File: config.mk
export PLATFORM = sky130hd
export DESIGN_NAME = spi_sipo_rx_flat
export DESIGN_NICKNAME = d
export VERILOG_FILES = /design/src/rtl/spi_sipo_rx_if.sv /design/src/rtl/spi_sipo_rx.sv /design/src/flat_wrapper.sv
export SDC_FILE = /design/constraint.sdc
export NUM_CORES = 1
export LEC_CHECK = 0
export CAP_MARGIN = 15
export CORE_ASPECT_RATIO = 1.75
export CORE_MARGIN = 1
export CORE_UTILIZATION = 51
export DETAILED_ROUTE_END_ITERATION = 8
export PLACE_DENSITY = 0.77
export SYNTH_ARGS = -nofsm -noshare
export SYNTH_HDL_FRONTEND = slang
export SYNTH_SLANG_ARGS = --single-unit
File: constraint.sdc
create_clock -name CLK -period 2.14 [get_ports CLK]
set_input_delay 0.535 -clock CLK [delete_from_list [all_inputs] [get_ports CLK]]
set_output_delay 0.535 -clock CLK [all_outputs]
set_load 0.03 [all_outputs]
File: src/rtl/spi_sipo_rx_if.sv
// Serial link and parallel-consumer signal bundle for the SPI SIPO receive stage.
// master = link/consumer side, slave = receiver side.
interface spi_sipo_rx_if #(
  parameter int unsigned D_PACK = 8
);
  logic              SCLK;
  logic              SER_IN;
  logic              SS_N;
  logic              C_PH;
  logic              DATA_ACK;
  logic [D_PACK-1:0] DATA_OUT;
  logic              DATA_VALID;
  logic              OVERRUN;
  logic              FRAME_ERR;
  logic              BUSY;

  modport master (
    output SCLK, SER_IN, SS_N, C_PH, DATA_ACK,
    input  DATA_OUT, DATA_VALID, OVERRUN, FRAME_ERR, BUSY
  );

  modport slave (
    input  SCLK, SER_IN, SS_N, C_PH, DATA_ACK,
    output DATA_OUT, DATA_VALID, OVERRUN, FRAME_ERR, BUSY
  );
endinterface

File: src/rtl/spi_sipo_rx.sv
// SPI serial-in/parallel-out receiver: oversampled SCLK/SER_IN/SS_N, word handshake.
// Define SPI_SIPO_MSB_FIRST_EN for MSB-first links (default LSB first).
module spi_sipo_rx #(
  parameter int unsigned D_PACK      = 8,
  parameter int unsigned SYNC_STAGES = 2
) (
  input  logic          CLK,
  input  logic          RST,
  spi_sipo_rx_if.slave  bus
);

  localparam int unsigned CNT_W = $clog2(D_PACK);
  localparam logic [CNT_W-1:0] LAST_BIT = CNT_W'(D_PACK - 1);

  typedef enum logic [1:0] {S_IDLE, S_RECV, S_LOAD} state_t;

  state_t                 state;
  logic [SYNC_STAGES-1:0] sclk_sync;
  logic [SYNC_STAGES-1:0] ser_sync;
  logic [SYNC_STAGES-1:0] sel_sync;
  logic                   sclk_d;
  logic [CNT_W-1:0]       cnt;
  logic [D_PACK-1:0]      shreg;
  logic [D_PACK-1:0]      data_out;
  logic                   data_valid;
  logic                   overrun;
  logic                   frame_err;

  logic                   sclk_s;
  logic                   ser_s;
  logic                   sel_s;
  logic                   sample_c;
  logic [D_PACK-1:0]      shift_c;

  assign sclk_s = sclk_sync[SYNC_STAGES-1];
  assign ser_s  = ser_sync[SYNC_STAGES-1];
  assign sel_s  = sel_sync[SYNC_STAGES-1];

  // Select is carried active-high so the reset value 0 means "idle link".
  always_ff @(posedge CLK or posedge RST) begin
    if (RST) begin
      sclk_sync <= '0;
      ser_sync  <= '0;
      sel_sync  <= '0;
      sclk_d    <= 1'b0;
    end else begin
      sclk_sync <= {sclk_sync[SYNC_STAGES-2:0], bus.SCLK};
      ser_sync  <= {ser_sync[SYNC_STAGES-2:0], bus.SER_IN};
      sel_sync  <= {sel_sync[SYNC_STAGES-2:0], ~bus.SS_N};
      sclk_d    <= sclk_s;
    end
  end

  always_comb begin
    sample_c = bus.C_PH ? (~sclk_s & sclk_d) : (sclk_s & ~sclk_d);
`ifdef SPI_SIPO_MSB_FIRST_EN
    shift_c  = {shreg[D_PACK-2:0], ser_s};
`else
    shift_c  = {ser_s, shreg[D_PACK-1:1]};
`endif
  end

  // Receive FSM and output handshake; in RECV a final sample edge wins over SS_N rising.
  always_ff @(posedge CLK or posedge RST) begin
    if (RST) begin
      state      <= S_IDLE;
      cnt        <= '0;
      shreg      <= '0;
      data_out   <= '0;
      data_valid <= 1'b0;
      overrun    <= 1'b0;
      frame_err  <= 1'b0;
    end else begin
      frame_err <= 1'b0;
      if (bus.DATA_ACK) begin
        data_valid <= 1'b0;
        overrun    <= 1'b0;
      end
      case (state)
        S_IDLE: begin
          cnt <= '0;
          if (sel_s) begin
            state <= S_RECV;
            if (sample_c) begin
              shreg <= shift_c;
              cnt   <= CNT_W'(1);
            end
          end
        end
        S_RECV: begin
          if (sample_c) begin
            shreg <= shift_c;
            if (cnt == LAST_BIT) begin
              cnt   <= '0;
              state <= S_LOAD;
            end else if (!sel_s) begin
              frame_err <= 1'b1;
              cnt       <= '0;
              shreg     <= '0;
              state     <= S_IDLE;
            end else begin
              cnt <= cnt + CNT_W'(1);
            end
          end else if (!sel_s) begin
            frame_err <= (cnt != '0);
            cnt       <= '0;
            shreg     <= '0;
            state     <= S_IDLE;
          end
        end
        S_LOAD: begin
          if (!data_valid || bus.DATA_ACK) begin
            data_out   <= shreg;
            data_valid <= 1'b1;
          end else begin
            overrun <= 1'b1;
          end
          state <= sel_s ? S_RECV : S_IDLE;
        end
        default: state <= S_IDLE;
      endcase
    end
  end

  assign bus.DATA_OUT   = data_out;
  assign bus.DATA_VALID = data_valid;
  assign bus.OVERRUN    = overrun;
  assign bus.FRAME_ERR  = frame_err;
  assign bus.BUSY       = sel_s;

endmodule

File: src/flat_wrapper.sv
// flat-port wrapper written by rule: the top's interface ports become plain ports
module spi_sipo_rx_flat 
#(
  parameter int unsigned D_PACK      = 8,
  parameter int unsigned SYNC_STAGES = 2
)
  (CLK, RST, bus_SCLK, bus_SER_IN, bus_SS_N, bus_C_PH, bus_DATA_ACK, bus_DATA_OUT, bus_DATA_VALID, bus_OVERRUN, bus_FRAME_ERR, bus_BUSY);
  spi_sipo_rx_if #(.D_PACK(D_PACK)) bus_i ();
  input  logic CLK;
  input  logic RST;
  input wire logic [$bits(bus_i.SCLK)-1:0] bus_SCLK;
  input wire logic [$bits(bus_i.SER_IN)-1:0] bus_SER_IN;
  input wire logic [$bits(bus_i.SS_N)-1:0] bus_SS_N;
  input wire logic [$bits(bus_i.C_PH)-1:0] bus_C_PH;
  input wire logic [$bits(bus_i.DATA_ACK)-1:0] bus_DATA_ACK;
  output wire logic [$bits(bus_i.DATA_OUT)-1:0] bus_DATA_OUT;
  output wire logic [$bits(bus_i.DATA_VALID)-1:0] bus_DATA_VALID;
  output wire logic [$bits(bus_i.OVERRUN)-1:0] bus_OVERRUN;
  output wire logic [$bits(bus_i.FRAME_ERR)-1:0] bus_FRAME_ERR;
  output wire logic [$bits(bus_i.BUSY)-1:0] bus_BUSY;
  assign bus_i.SCLK = bus_SCLK;
  assign bus_i.SER_IN = bus_SER_IN;
  assign bus_i.SS_N = bus_SS_N;
  assign bus_i.C_PH = bus_C_PH;
  assign bus_i.DATA_ACK = bus_DATA_ACK;
  assign bus_DATA_OUT = bus_i.DATA_OUT;
  assign bus_DATA_VALID = bus_i.DATA_VALID;
  assign bus_OVERRUN = bus_i.OVERRUN;
  assign bus_FRAME_ERR = bus_i.FRAME_ERR;
  assign bus_BUSY = bus_i.BUSY;
  spi_sipo_rx #(.D_PACK(D_PACK), .SYNC_STAGES(SYNC_STAGES)) u_core (.CLK(CLK), .RST(RST), .bus(bus_i));
endmodule
# After elaboration in Yosys (flattened, before gate mapping)
# Index checks and enable logic that the tools add are counted.
# op_classes
n_eq_ne	6
n_addsub	1
n_bitwise	5
muxes	32
reduce_logical	8
# op_table
op	n
2-to-1 mux 8 bit	6
one-hot mux 8 bit (2 select lines)	1
2-to-1 mux 3 bit	5
2-to-1 mux 1 bit	14
2-to-1 mux 2 bit	4
one-hot mux 2 bit (3 select lines)	1
one-hot mux 3 bit (2 select lines)	1
inequality test 2 x 1 -> 1 bit, second input constant	2
AND reduction 2 bit	2
AND reduction 4 bit	1
adder 3 x 1 -> 3 bit, second input constant	1
equality test 3 bit, second input constant	1
inequality test 3 bit, second input constant	1
NOT 1 bit	3
nonzero test 3 bit	1
AND 1 bit	2
equality test 2 x 1 -> 1 bit, second input constant	1
equality test 2 bit, second input constant	1
logical NOT 2 bit	1
nonzero test 2 bit	1
logical NOT 1 bit	1
logical OR 1 bit	1
# word_totals
ff_bits	31
inputBits	7
elab_cells	63

# Depth between registers and ports, before layout
# depth
word_depth	6
ltp_mapped	5
depth_no_buf	5

# Least setup slack after synthesis
# Ideal clock, no wire load.
# synth_timing
kind	input-to-reg
startpoint	input bus_C_PH
endpoint	register u_core.shreg[7]
t_required_ns	2.019
t_arrival_ns	1.566
setup_slack_ns	0.453
path_stages	3
cell_sequence	or3b_4 a311o_4 a22o_1
# synth_between
elab_chain_len	3
# synth_rtl
element	line_no	source
start: declaration	flat_wrapper.sv:14	input wire logic [$bits(bus_i.C_PH)-1:0] bus_C_PH;
2-to-1 mux 1 bit (*)	spi_sipo_rx.sv:55	sample_c = bus.C_PH ? (~sclk_s & sclk_d) : (sclk_s & ~sclk_d);
inequality test 3 bit (no line), or another cell as far along	--	
AND reduction 4 bit (no line) or one-hot mux 8 bit (2 select lines) (tied branches)	--	
end signal: assignment	spi_sipo_rx.sv:85	shreg <= shift_c;
end signal: assignment	spi_sipo_rx.sv:92	shreg <= shift_c;
end: declaration	spi_sipo_rx.sv:23	logic [D_PACK-1:0] shreg;
# Every way passes the cells marked *; elsewhere a longest branch is shown, timed or not.
# A chain may end at the register's enable or synchronous reset.

# Worst setup path after layout
# layout_timing
startpoint	register u_core.data_valid, in the netlist u_core.bus.DATA_VALID
endpoint	output bus_DATA_VALID
# layout_rtl
element	line_no	source
start: declaration	spi_sipo_rx.sv:25	logic data_valid;
start signal: assignment	spi_sipo_rx.sv:70	data_valid <= 1'b0;
start signal: assignment	spi_sipo_rx.sv:76	data_valid <= 1'b0;
start signal: assignment	spi_sipo_rx.sv:114	data_valid <= 1'b1;
end: declaration	flat_wrapper.sv:17	output wire logic [$bits(bus_i.DATA_VALID)-1:0] bus_DATA_VALID;
# No word-level cell between the ends.

==> reports/summary.txt <==
Status: completed
Clock Pin Slew Worst Setup and Hold Paths: 0.10 ns
Critical path buffers and inverters: 1
Crit path max fanout: 4
Commonest register cell after synthesis: dfrtp_1
Synth cell count leaders: 31 x dfrtp_1, 9 x a22o_1, 8 x inv_1, 8 x mux2_2, 4 x nor2_1
N_diodes: 0
Leading area contributor after synthesis: dfrtp_1
Final antenna-violating net count: 0
Root buf cell: clkbuf_4
WHS Endpoint: u_core.sclk_sync[1]$_DFF_PP0_
Synth Area in XOR/XNOR: 0%
Pre-antenna DRT Iters: 4
Post-synth EDFFs: 0
Clock Sinks: 31
CP top delay family: buffers and inverters
Synth Warn #: 0
Post-Synth Adder-Cell Area: 3.13%
P_sw: 0.000243 W
Worst min-delay path category: flop to flop
Vias/cell: 5.75
Core Util, Final: 71.5%
Syn Std Cell Area: 1200 sq um
Final Instance Area: 1540 sq um
WL final: 2.14 mm
Setup WS pre-CTS: -0.00548 ns
RR Endpoint: u_core.shreg[5]$_DFFE_PP0P_
Min Tclk post-route: 1.98 ns
Crit path launch type: flop
CTS Buf Count: 5
Gr usage total: 20.1%
Setup-failing EPs final: 0
Most frequent cell after synthesis: dfrtp_1
Crit. End Element: output port
Core area: 2150 sq um
Setup bufs post-CTS: 0
RD Place Congestion: 0.715
H-tree Lvls: 2
CTS tree: built
DR vias: 794
Hold depth: 0
Die Y: 66.1 um
LEAKAGE: 0.766 nW
Reg area: 776 sq um
Die area: 2560 sq um
Num rows: 22
Relative max-transition margin: 75.0%
Synth top area cells: dfrtp_1 65%, mux2_2 7.5%, a22o_1 6.6%
Clock Latency Late Sink: 0.33 ns
Fmax: 505 MHz
Fin nets: 123
Seq/Total Area, Yosys: 64.7%
Max-slew violations: 0
PnR worst setup slack: 0.158 ns
Max IR drop VDD: 0.000610 V
Critical Path RT: 1.60 ns
Initial detailed-routing violation count: 15
Net Count, Synth: 93
Compound-Gate Fraction of Synth Area: 16.8%
Largest net degree at the start of global routing: 32
Post-DP Area: 1450 sq um
Post-Synth Simple-Gate Area: 5.32%
Number of fill cells: 154
Synth unique cells: 22
Reg-to-reg slack, setup: 0.56 ns
Final Non-Filler Cells: 138
Worst-path cell chain: clkdlybuf4s50_1
Post-Place Cells: 130
HP Start: u_core.sclk_sync[0]$_DFF_PP0_
Wire per inst: 15.5 um
Max Cap Violations: 0
Buffers on Ports: 18
Avg Inst Size Synth: 14.4 sq um
Fin crit share: 92.6%
Gate power share: 6.2%
Layout cells sized above 1: 22.8%
Critical Path Slowest Stage Cell: clkdlybuf4s50_1
First-pass GRT wire length: 3.53 mm
Pwr/cell area: 749 nW/um^2
Final hold viol count: 0
Io pins: 19
Ys async rst share: 100%
Int Power: 0.000907 W
Antenna violations before repair: 0
Multi-input gate area: 393 sq um
Vias in the first global route: 823
Dpl hpwl: 1.49 mm
Layout Skew: 0.00893 ns
DR DRC count: 0
Area delta synth->final: 28.1%
Post-synth top area share: 64.7%
Mux contribution to synthesized area: 7.52%
Worst EP arrival: 1.45 ns
R2R cell count: 3
Synth Register Bits: 31
Sequential Power Share: 52.9%
Largest family of logic cells by synthesized area: compound AO/OA/AOI/OAI gates
Actual slew at the worst max-slew pin: 0.375 ns
Worst r2r src: u_core.sclk_d$_DFF_PP0_
GRT overflow: 0
Initial Utilization: 55.8%
Slowest cell delay on critical path: 0.70 ns
Kind of critical path: flop to output port
Cell count after synthesis: 83
Switching share of power: 21.1%
CTS max path bufs: 2
Clock Power Share: 40.9%
RSZ-0062 raised after global routing: no
Width of the die: 38.6 um
cell type report:
| type | instances | area share (%) |
|---|---|---|
| clock buffer | 6 | 3.34 |
| tap | 24 | 1.96 |
| sequential | 31 | 50.5 |
| multi-input combinational | 44 | 25.6 |
| inverter | 8 | 1.96 |
| timing repair buffer | 23 | 14.3 |
| clock inverter | 2 | 2.28 |
power groups by stage:
stage	logic [W]	clock network (W)	registers [W]
3_5_place_dp	0.0000718	0	0.000620
4_1_cts	0.0000725	0.000481	0.000609
5_1_grt	0.0000792	0.000500	0.000610
2_1_floorplan	0.0000383	0	0.000621
6_report	0.0000711	0.000470	0.000609
3_3_place_gp	0.0000691	0	0.000619
routing by layer:
metal | wire length, um | up-vias | global-route usage (%)
met5 | 0 | - | 0
met3 | 86 | 7 | 7.07
met4 | 46 | 0 | 9.48
met1 | 834 | 407 | 23.3
met2 | 1170 | 15 | 32.1
li1 | - | 365 | -
per-stage QoR:
stage | hold WS, ns | total power (W) | setup TNS [ns]
2_1_floorplan | 0.331 | 0.000660 | 0
3_3_place_gp | 0.333 | 0.000689 | 0
3_5_place_dp | 0.340 | 0.000692 | -0.0154
4_1_cts | 0.361 | 0.00116 | 0
5_1_grt | 0.365 | 0.00119 | 0
6_report | 0.351 | 0.00115 | 0
cells in the final DEF, fill, tap and decap left out, drive strengths merged:
| master | instances |
|---|---|
| nor3b | 1 |
| dfrtp | 31 |
| mux2 | 8 |
| nand3b | 1 |
| nand2 | 1 |
| a41o | 1 |
| clkbuf | 6 |
| a31oi | 1 |
| a311o | 1 |
| bufinv | 1 |
| a32o | 3 |
| ha | 3 |
| o21ai | 2 |
| nand2b | 2 |
| inv | 8 |
| a211oi | 1 |
| o311a | 1 |
| a22o | 9 |
| or3b | 1 |
| nor2 | 4 |
| buf | 5 |
| clkinv | 1 |
| a21bo | 1 |
| clkdlybuf4s50 | 17 |
| a21oi | 2 |
| nor2b | 1 |
| dlymetal6s2s | 1 |
registers in the layout, indices dropped and copies added (netlist names):
| name | flops |
|---|---|
| u_core.shreg | 8 |
| u_core.bus.FRAME_ERR | 1 |
| u_core.state | 2 |
| u_core.sel_sync | 2 |
| u_core.ser_sync | 2 |
| u_core.sclk_d | 1 |
| u_core.bus.DATA_OUT | 8 |
| u_core.bus.DATA_VALID | 1 |
| u_core.cnt | 3 |
| u_core.sclk_sync | 2 |
| u_core.bus.OVERRUN | 1 |
kinds of logic (layout without fill, tap and decap cells):
family | Yosys count | in the layout
flip-flops | 31 | 31
AND/OR/NAND/NOR | 11 | 11
buffers and inverters | 8 | 39
adder cells (fa/ha/maj) | 3 | 3
AO/OA/AOI/OAI | 22 | 22
multiplexers | 8 | 8
how the worst max path moves through the flow:
stage	from	slack (ns)	end	cells past startpoint
finish	u_core.bus.DATA_VALID$_DFF_PP0_	0.16	bus_DATA_VALID	1
detailed placement	bus_C_PH	-0.005	u_core.shreg[5]$_DFFE_PP0P_	4
global route	u_core.bus.DATA_VALID$_DFF_PP0_	0.11	bus_DATA_VALID	1
global placement	bus_C_PH	0.009	u_core.shreg[5]$_DFFE_PP0P_	4
floorplan	bus_C_PH	0.45	u_core.shreg[7]$_DFFE_PP0P_	3
CTS	u_core.sel_sync[1]$_DFF_PP0_	0.02	bus_BUSY	1
what timing repair did:
| action | in CTS | in global routing |
|---|---|---|
| setup endpoints to repair | 0 | 1 |
| hold buffers | 0 | 0 |
| gates resized for setup | 0 | 1 |
Note: power is estimated with default switching activity, not from simulation.
